==> config.mk <==
export PLATFORM = sky130hd
export DESIGN_NAME = apb_cmd_master_flat
export DESIGN_NICKNAME = d
export VERILOG_FILES = /design/src/rtl/apb_cmd_master_if.sv /design/src/rtl/apb_cmd_master.sv /design/src/flat_wrapper.sv
export SDC_FILE = /design/constraint.sdc
export NUM_CORES = 1
export LEC_CHECK = 0
export CAP_MARGIN = 20
export CORE_ASPECT_RATIO = 1.75
export CORE_MARGIN = 2
export CORE_UTILIZATION = 34
export DETAILED_ROUTE_END_ITERATION = 7
export PLACE_DENSITY_LB_ADDON = 0.08
export SLEW_MARGIN = 20
export SYNTH_ARGS = -nofsm -noshare
export SYNTH_HDL_FRONTEND = slang
export SYNTH_SLANG_ARGS = --single-unit
==> constraint.sdc <==
create_clock -name pclk -period 1.41 [get_ports pclk]
set_input_delay 0.2115 -clock pclk [delete_from_list [all_inputs] [get_ports pclk]]
set_output_delay 0.2115 -clock pclk [all_outputs]
set_load 0.05 [all_outputs]
==> src/rtl/apb_cmd_master_if.sv <==
// Command/response handshake plus APB bus bundle for apb_cmd_master.
// The master modport is the block's view; the slave modport is the command source plus APB slave side.
interface apb_cmd_master_if #(
    parameter int DW = 32,
    parameter int AW = 5
);
    logic          cmd_valid;
    logic          cmd_ready;
    logic          cmd_write;
    logic [AW-1:0] cmd_addr;
    logic [DW-1:0] cmd_wdata;

    logic          rsp_valid;
    logic [DW-1:0] rsp_rdata;
    logic          rsp_err;
    logic          rsp_timeout;

    logic [AW-1:0] paddr;
    logic          psel;
    logic          penable;
    logic          pwrite;
    logic [DW-1:0] pwdata;
    logic [DW-1:0] prdata;
    logic          pready;
    logic          pslverr;

    modport master (
        input  cmd_valid, cmd_write, cmd_addr, cmd_wdata,
        output cmd_ready,
        output rsp_valid, rsp_rdata, rsp_err, rsp_timeout,
        output paddr, psel, penable, pwrite, pwdata,
        input  prdata, pready, pslverr
    );

    modport slave (
        output cmd_valid, cmd_write, cmd_addr, cmd_wdata,
        input  cmd_ready,
        input  rsp_valid, rsp_rdata, rsp_err, rsp_timeout,
        input  paddr, psel, penable, pwrite, pwdata,
        output prdata, pready, pslverr
    );
endinterface

==> src/rtl/apb_cmd_master.sv <==
// Single-outstanding APB master: command -> SETUP/ACCESS, one-cycle registered response 3 cycles after handshake
// (+1 per wait state, capped by TIMEOUT). cmd_ready only in IDLE; the response pulse has no backpressure.
module apb_cmd_master #(
    parameter int DW      = 32,
    parameter int AW      = 5,
    parameter int TIMEOUT = 16
) (
    input  logic             pclk,
    input  logic             preset,
    apb_cmd_master_if.master bus
);
    localparam int CW = (TIMEOUT > 1) ? $clog2(TIMEOUT) : 1;
    localparam logic [CW-1:0] LAST_WAIT = CW'(TIMEOUT - 1);

    typedef enum logic [1:0] {S_IDLE, S_SETUP, S_ACCESS, S_ERR} state_t;

    state_t        r_state, w_state_nxt;
    logic [CW-1:0] r_wait_cnt, w_wait_cnt_nxt;
    logic [AW-1:0] r_paddr;
    logic          r_pwrite;
    logic [DW-1:0] r_pwdata;
    logic          r_rsp_valid, w_rsp_valid_nxt;
    logic [DW-1:0] r_rsp_rdata, w_rsp_rdata_nxt;
    logic          r_rsp_err, w_rsp_err_nxt;
    logic          r_rsp_timeout, w_rsp_timeout_nxt;
    logic          w_cmd_hs;

    assign w_cmd_hs = (r_state == S_IDLE) && bus.cmd_valid;

    always_comb begin
        w_state_nxt       = r_state;
        w_wait_cnt_nxt    = r_wait_cnt;
        w_rsp_valid_nxt   = 1'b0;
        w_rsp_rdata_nxt   = '0;
        w_rsp_err_nxt     = 1'b0;
        w_rsp_timeout_nxt = 1'b0;
        case (r_state)
            S_IDLE: begin
                if (bus.cmd_valid) begin
                    w_state_nxt = (bus.cmd_addr[1:0] != 2'b00) ? S_ERR : S_SETUP;
                end
            end
            S_SETUP: begin
                w_state_nxt    = S_ACCESS;
                w_wait_cnt_nxt = '0;
            end
            S_ACCESS: begin
                // pready in the last allowed cycle still completes normally
                if (bus.pready) begin
                    w_state_nxt     = S_IDLE;
                    w_rsp_valid_nxt = 1'b1;
                    w_rsp_err_nxt   = bus.pslverr;
                    w_rsp_rdata_nxt = (!r_pwrite && !bus.pslverr) ? bus.prdata : '0;
                end else if (r_wait_cnt == LAST_WAIT) begin
                    w_state_nxt       = S_IDLE;
                    w_rsp_valid_nxt   = 1'b1;
                    w_rsp_err_nxt     = 1'b1;
                    w_rsp_timeout_nxt = 1'b1;
                end else begin
                    w_wait_cnt_nxt = r_wait_cnt + 1'b1;
                end
            end
            S_ERR: begin
                w_state_nxt     = S_IDLE;
                w_rsp_valid_nxt = 1'b1;
                w_rsp_err_nxt   = 1'b1;
            end
            default: w_state_nxt = S_IDLE;
        endcase
    end

    always_ff @(posedge pclk) begin
        if (preset) begin
            r_state       <= S_IDLE;
            r_wait_cnt    <= '0;
            r_paddr       <= '0;
            r_pwrite      <= 1'b0;
            r_pwdata      <= '0;
            r_rsp_valid   <= 1'b0;
            r_rsp_rdata   <= '0;
            r_rsp_err     <= 1'b0;
            r_rsp_timeout <= 1'b0;
        end else begin
            r_state       <= w_state_nxt;
            r_wait_cnt    <= w_wait_cnt_nxt;
            r_rsp_valid   <= w_rsp_valid_nxt;
            r_rsp_rdata   <= w_rsp_rdata_nxt;
            r_rsp_err     <= w_rsp_err_nxt;
            r_rsp_timeout <= w_rsp_timeout_nxt;
            // Bus address/control only move on a handshake, so they hold while idle
            if (w_cmd_hs) begin
                r_paddr  <= bus.cmd_addr;
                r_pwrite <= bus.cmd_write;
                r_pwdata <= bus.cmd_wdata;
            end
        end
    end

    assign bus.cmd_ready   = (r_state == S_IDLE);
    assign bus.psel        = (r_state == S_SETUP) || (r_state == S_ACCESS);
    assign bus.penable     = (r_state == S_ACCESS);
    assign bus.paddr       = r_paddr;
    assign bus.pwrite      = r_pwrite;
    assign bus.pwdata      = r_pwdata;
    assign bus.rsp_valid   = r_rsp_valid;
    assign bus.rsp_rdata   = r_rsp_rdata;
    assign bus.rsp_err     = r_rsp_err;
    assign bus.rsp_timeout = r_rsp_timeout;
endmodule

==> src/flat_wrapper.sv <==
// flat-port wrapper written by rule: the top's interface ports become plain ports
module apb_cmd_master_flat 
#(
    parameter int DW      = 32,
    parameter int AW      = 5,
    parameter int TIMEOUT = 16
)
  (pclk, preset, bus_cmd_valid, bus_cmd_write, bus_cmd_addr, bus_cmd_wdata, bus_cmd_ready, bus_rsp_valid, bus_rsp_rdata, bus_rsp_err, bus_rsp_timeout, bus_paddr, bus_psel, bus_penable, bus_pwrite, bus_pwdata, bus_prdata, bus_pready, bus_pslverr);
  apb_cmd_master_if #(.DW(DW), .AW(AW)) bus_i ();
  input  logic pclk;
  input  logic preset;
  input wire logic [$bits(bus_i.cmd_valid)-1:0] bus_cmd_valid;
  input wire logic [$bits(bus_i.cmd_write)-1:0] bus_cmd_write;
  input wire logic [$bits(bus_i.cmd_addr)-1:0] bus_cmd_addr;
  input wire logic [$bits(bus_i.cmd_wdata)-1:0] bus_cmd_wdata;
  output wire logic [$bits(bus_i.cmd_ready)-1:0] bus_cmd_ready;
  output wire logic [$bits(bus_i.rsp_valid)-1:0] bus_rsp_valid;
  output wire logic [$bits(bus_i.rsp_rdata)-1:0] bus_rsp_rdata;
  output wire logic [$bits(bus_i.rsp_err)-1:0] bus_rsp_err;
  output wire logic [$bits(bus_i.rsp_timeout)-1:0] bus_rsp_timeout;
  output wire logic [$bits(bus_i.paddr)-1:0] bus_paddr;
  output wire logic [$bits(bus_i.psel)-1:0] bus_psel;
  output wire logic [$bits(bus_i.penable)-1:0] bus_penable;
  output wire logic [$bits(bus_i.pwrite)-1:0] bus_pwrite;
  output wire logic [$bits(bus_i.pwdata)-1:0] bus_pwdata;
  input wire logic [$bits(bus_i.prdata)-1:0] bus_prdata;
  input wire logic [$bits(bus_i.pready)-1:0] bus_pready;
  input wire logic [$bits(bus_i.pslverr)-1:0] bus_pslverr;
  assign bus_i.cmd_valid = bus_cmd_valid;
  assign bus_i.cmd_write = bus_cmd_write;
  assign bus_i.cmd_addr = bus_cmd_addr;
  assign bus_i.cmd_wdata = bus_cmd_wdata;
  assign bus_cmd_ready = bus_i.cmd_ready;
  assign bus_rsp_valid = bus_i.rsp_valid;
  assign bus_rsp_rdata = bus_i.rsp_rdata;
  assign bus_rsp_err = bus_i.rsp_err;
  assign bus_rsp_timeout = bus_i.rsp_timeout;
  assign bus_paddr = bus_i.paddr;
  assign bus_psel = bus_i.psel;
  assign bus_penable = bus_i.penable;
  assign bus_pwrite = bus_i.pwrite;
  assign bus_pwdata = bus_i.pwdata;
  assign bus_i.prdata = bus_prdata;
  assign bus_i.pready = bus_pready;
  assign bus_i.pslverr = bus_pslverr;
  apb_cmd_master #(.DW(DW), .AW(AW), .TIMEOUT(TIMEOUT)) u_core (.pclk(pclk), .preset(preset), .bus(bus_i));
endmodule
[Yosys cells after proc, flatten, opt, wreduce, memory -nomap -nowiden]
Index checks and enable logic that the tools add are counted.
Word-level totals
  register bits after elaboration: 79
  latch bits: 0
  RAM bits: 0
  ROM bits: 0
  input port bits: 75
  output and inout bits: 76
  logic and storage cells: 46
  memories: 0
Cells by class
  add/subtract/negate cells: 1
  $mul: 0
  div/mod/pow operators: 0
  order comparisons: 0
  equal/unequal tests: 8
  shift-type cells: 0
  mux-type cells: 13
  bitwise gates (word level): 3
  reductions and logical operators: 12
Operator list (number)
  2-to-1 mux 2 bit: 4
  2-to-1 mux 4 bit: 2
  case mux 2 bit (4 select lines): 1
  case mux 4 bit (2 select lines): 1
  inequality test 2 bit (second input constant): 3
  adder 4 x 1 -> 4 bit (second input constant): 1
  equality test 2 bit (second input constant): 2
  equality test 4 bit (second input constant): 1
  case mux 1 bit (2 select lines): 2
  nonzero test 2 bit: 2
  OR reduction 4 bit: 1
  2-to-1 mux 1 bit: 3
  inequality test 3 x 1 -> 1 bit (second input constant): 1
  inverter 1 bit: 3
  AND reduction 3 bit: 1
  OR reduction 3 bit: 1
  equality test 2 x 1 -> 1 bit (second input constant): 1
  logical AND 1 bit: 2
  zero test 1 bit: 2
  zero test 2 bit: 1
  AND reduction 2 bit: 1
  logical OR 1 bit: 1

[Depth between registers and ports, before layout]
  word-level depth: 4
  mapped depth: 7
  gate-level depth less buffers: 5

[Worst setup path before layout]
OpenSTA, ideal clock, no wires.
  path kind: flip-flop to flip-flop
  from: reg u_core.r_state[0]
  to: reg u_core.r_paddr[4] (netlist: u_core.bus.paddr[4])
  setup time: 70 ps
  arrival: 1644 ps
  required time: 1340 ps
  path slack: -304 ps
  cell stages (with the launch flop): 8
  buffers on the path: 2
  cells stage by stage: dfxtp_1 -> inv_1 -> ha_1 -> and2_1 -> buf_4 -> buf_2 -> nand2_1 -> a21oi_1
On the way
  longest elaborated chain between the ends: 2
RTL lines
  from (decl): RTL line apb_cmd_master.sv:17  | state_t r_state, w_state_nxt;
  from (signal assigned): RTL line apb_cmd_master.sv:84  | r_state <= w_state_nxt;
  zero test 2 bit
  via bus_cmd_ready: RTL line flat_wrapper.sv:16  | output wire logic [$bits(bus_i.cmd_ready)-1:0] bus_cmd_ready;
  logical AND 1 bit: RTL line apb_cmd_master.sv:28  | assign w_cmd_hs = (r_state == S_IDLE) && bus.cmd_valid;
  to (signal assigned): RTL line apb_cmd_master.sv:92  | r_paddr <= bus.cmd_addr;
  to (decl): RTL line apb_cmd_master.sv:19  | logic [AW-1:0] r_paddr;
The timed path passes the listed nets, and every way through them passes these cells.
A chain may end at the register's enable or synchronous reset.

[Worst setup path in the final report]
  from: reg u_core.r_state[1]
  to: out bus_psel
On the way
  longest elaborated chain between the ends: 2
  elaborated cells on any way between the ends: 3
RTL lines
  equality test 2 x 1 -> 1 bit or equality test 2 bit (tied branches): RTL line apb_cmd_master.sv:100  | assign bus.psel = (r_state == S_SETUP) || (r_state == S_ACCESS);
  logical OR 1 bit *: RTL line apb_cmd_master.sv:100
  to (decl): RTL line flat_wrapper.sv:22  | output wire logic [$bits(bus_i.psel)-1:0] bus_psel;
Every way passes the cells marked *; elsewhere a longest branch is shown, timed or not.

==> reports/metrics.yaml <==
placed_design:
  place_congestion: 0.800
  io_buffers: 150
  pre_cts_slack_ns: -0.134
  dpl-instance-area_um2: 5110
  dpl.hpwl_mm: 5.49
clocking:
  htree_levels: 3
  cts_tree: "done"
  clk_pin_slew_worst_paths_ns: 0.05
  clockBufferDepth: 2
  root_buffer: "clkbuf_16"
  tritoncts_num_sinks: 79
  cts_inserted_buffers: 9
  clk_latency_ns: 0.33
route:
  routed_wl_mm: 7.42
  first_iter_violations: 50
  post_drt_wl_per_cell_um: 13.7
  routed_via_density: 4.62
  drt_pass1_iterations: 4
  vias: 2502
  ant_nets: 0
  drc: 0
worst_hold_path:
  hp-class: "in2reg"
  worstHoldStart: "preset"
  holdPathEnd: "u_core.r_wait_cnt[0]"
  hold_path_depth: 3
pwr:
  comb_power_share_pct: 40.8
  p_clk_share_pct: 25.7
  total_power_mw: 8.22
  switchingPower_mw: 2.80
  ir_worst_vdd_mv: 0.924
  leakage_nw: 2.16
  seqPwrFrac_pct: 33.4
  p_int_mw: 5.42
  power_density_nw_per_um2: 1500
  swShare_pct: 34.1
critical_path:
  crit_type: "reg2out"
  cpMaxStageDelayCell: "dfxtp_4"
  r2r_cells: 7
  cp-start-kind: "flop"
  crit_buf_inv: 2
  cp_num_cells: 3
  rrSetupSlack_ns: 0.05
  end_kind: "output port"
  required_ns: 1.20
  arrival_ns: 1.15
  critical_path.reg2reg.startpoint: "u_core.r_state[0]"
  cpPeakStageDelay_ns: 0.38
  cp_max_fo: 4
  crit_chain: "inv_4, ha_4, buf_12"
  rr_endpoint: "u_core.bus.rsp_rdata[10]"
  crit_start: "u_core.r_state[1]"
  path_delay_family: "flip-flops"
flow_run:
  drv_cap: 0
floorplan:
  initial_core_util_pct: 35.1
  ioPinCount: 151
  die_h_um: 121
  core_area_um2: 7620
  die_x_um: 71.1
  design.die.area_um2: 8630
  rows: 42
yosys:
  syn-mean-instance-area_um2: 9.20
  synth_area_leader_cell: "dfxtp_1"
  synth.distinct_cells: 29
  ys_ff_latch: 79
  yosysTopAreaCellShare_pct: 59.1
  synth-seq-area-share_pct: 59.1
  syn_inst: 291
  synth_area_um2: 2680
  synth-warning-count: 0
  synth_area_leaders: "dfxtp_1 (59%), nand2_1 (11%), a21oi_1 (7.9%)"
  synth_nets: 371
sta:
  setup_tns_ns: 0
  fmax_ghz: 0.733
  fin_crit_sh_pct: 96.8
  clock_skew_ns: 0.00839
  setup_ws_ns: 0.0451
  maxSlewHeadroom_pct: 81.1
  fin_crit_ns: 1.36
  tightest_slew_ns: 0.283
  setup_viol: 0
  hold_viol: 0
  slew_violations: 0
run_status:
  status: "completed"
global_routing:
  grt_pass1_wl_mm: 11.7
  antenna_found_initial: 0
  grt_max_degree: 35
  grt-ovfl-total: 0
  grt_pass1_vias: 2583
  grt.total_usage_pct: 17.3
final_layout:
  nNetsFinal: 529
  fin_area_um2: 5470
  area_delta_synth_final_pct: 104
  n_antenna_cell: 0
  fillerInstances: 555
  drive_gt1_share_pct: 26.9
[area by class of cell]
class / count / area (µm²) / area share, %
Sequential cell: 79 / 1590 / 29.0
Clock inverter: 3 / 17.5 / 0.320
Inverter: 5 / 23.8 / 0.434
Timing Repair Buffer: 165 / 2440 / 44.6
Tap cell: 88 / 110 / 2.01
Clock buffer: 13 / 260 / 4.75
Multi-Input combinational cell: 189 / 1030 / 18.9
[worst reg2reg max path, cell delays in order (launching register included)]
cell	delay, ns
dfxtp_2	0.34
inv_4	0.08
ha_4	0.19
nand2_2	0.08
nor4_4	0.13
buf_4	0.18
clkbuf_16	0.16
and2_1	0.13
[power groups by stage]
stage	sequential [mW]	clock, mW	combinational (mW)
after detailed placement	2.78	0	3.27
after global routing	2.78	2.27	3.55
after global placement	2.77	0	3.24
after CTS	2.74	2.18	3.29
final	2.75	2.11	3.36
after floorplan	3.39	0	1.01
[per-stage QoR]
step | hold slack, ns | utilization (%) | std cells
global placement | 0.479 | 67.1 | 523
detailed placement | 0.485 | 67.1 | 523
CTS | 0.321 | 70.9 | 539
finish | 0.334 | 71.8 | 542
global route | 0.346 | 71.8 | 542
floorplan | 0.333 | - | 291
[synthesized netlist by cell type]
| library cell | number |
|---|---|
| or3_4 | 1 |
| o22ai_1 | 2 |
| nor2_1 | 2 |
| and3_1 | 1 |
| ha_1 | 5 |
| buf_6 | 1 |
| dfxtp_1 | 79 |
| nand2b_1 | 5 |
| o211ai_1 | 2 |
| mux2i_1 | 2 |
| and2_1 | 33 |
| o31ai_1 | 1 |
| nor2b_1 | 1 |
| nand2_1 | 78 |
| or3_1 | 1 |
| inv_1 | 5 |
| a21oi_2 | 1 |
| buf_4 | 1 |
| a211oi_1 | 2 |
| o21ai_1 | 2 |
| nor3_1 | 2 |
| a21oi_1 | 42 |
| buf_1 | 1 |
| nor4_2 | 1 |
| a211o_1 | 1 |
| nand3_1 | 3 |
| buf_2 | 11 |
| clkbuf_1 | 4 |
| a41oi_1 | 1 |
[cells in the final DEF, fill, tap and decap left out, types with 3 or more instances in the layout]
cell type        netlist  final
a21oi_1               42     42
and2_1                33     32
buf_12                 0     79
buf_4                  1     10
clkbuf_16              0     11
clkdlybuf4s50_1        0     73
dfxtp_1               79     76
inv_1                  5      3
nand2_1               78     77
nand2b_1               5      4
nand3_1                3      3
[logic make-up after synthesis]
group                      after synthesis  share of synthesized area (%)
and+or+nand+nor                        128                           22.6
muxes                                    2                          0.748
buffers and inverters                   23                           4.16
adders and majority gates                5                           2.34
AOI/OAI and AO/OA                       54                           11.1
DFF                                     79                           59.1
[worst max-delay path by stage]
stage	to	slack [ns]
6_report	bus_psel	0.05
5_1_grt	u_core.bus.rsp_rdata[11]	-0.02
4_1_cts	u_core.r_wait_cnt[3]	0.01
3_5_place_dp	u_core.r_wait_cnt[0]	-0.13
3_3_place_gp	u_core.r_wait_cnt[2]	-0.10
2_1_floorplan	u_core.r_wait_cnt[0]	0.01
[state kept, by name (all words and copies together), names as in the netlist]
signal	flops
u_core.bus.paddr	5
u_core.bus.pwdata	32
u_core.bus.pwrite	1
u_core.bus.rsp_err	1
u_core.bus.rsp_rdata	32
u_core.bus.rsp_timeout	1
u_core.bus.rsp_valid	1
u_core.r_state	2
u_core.r_wait_cnt	4
[layer usage]
layer | share of wire [%] | global-route usage [%] | vias to the layer above | wire [µm]
met2 | 55 | 30.9 | 105 | 4100
li1 | - | - | 1252 | -
met5 | 0 | 0 | - | 0
met4 | 2.6 | 9.08 | 0 | 192
met3 | 8.0 | 6.40 | 13 | 597
met1 | 34 | 16.9 | 1132 | 2530
[timing repair]
item | in CTS | in global routing
hold buffers | 0 | 0
setup buffers | 0 | 1
endpoints found under the setup margin | 3 | 56
resized for setup | 4 | 9
cloned | 0 | 2
Note: power is estimated with default switching activity, not from simulation.
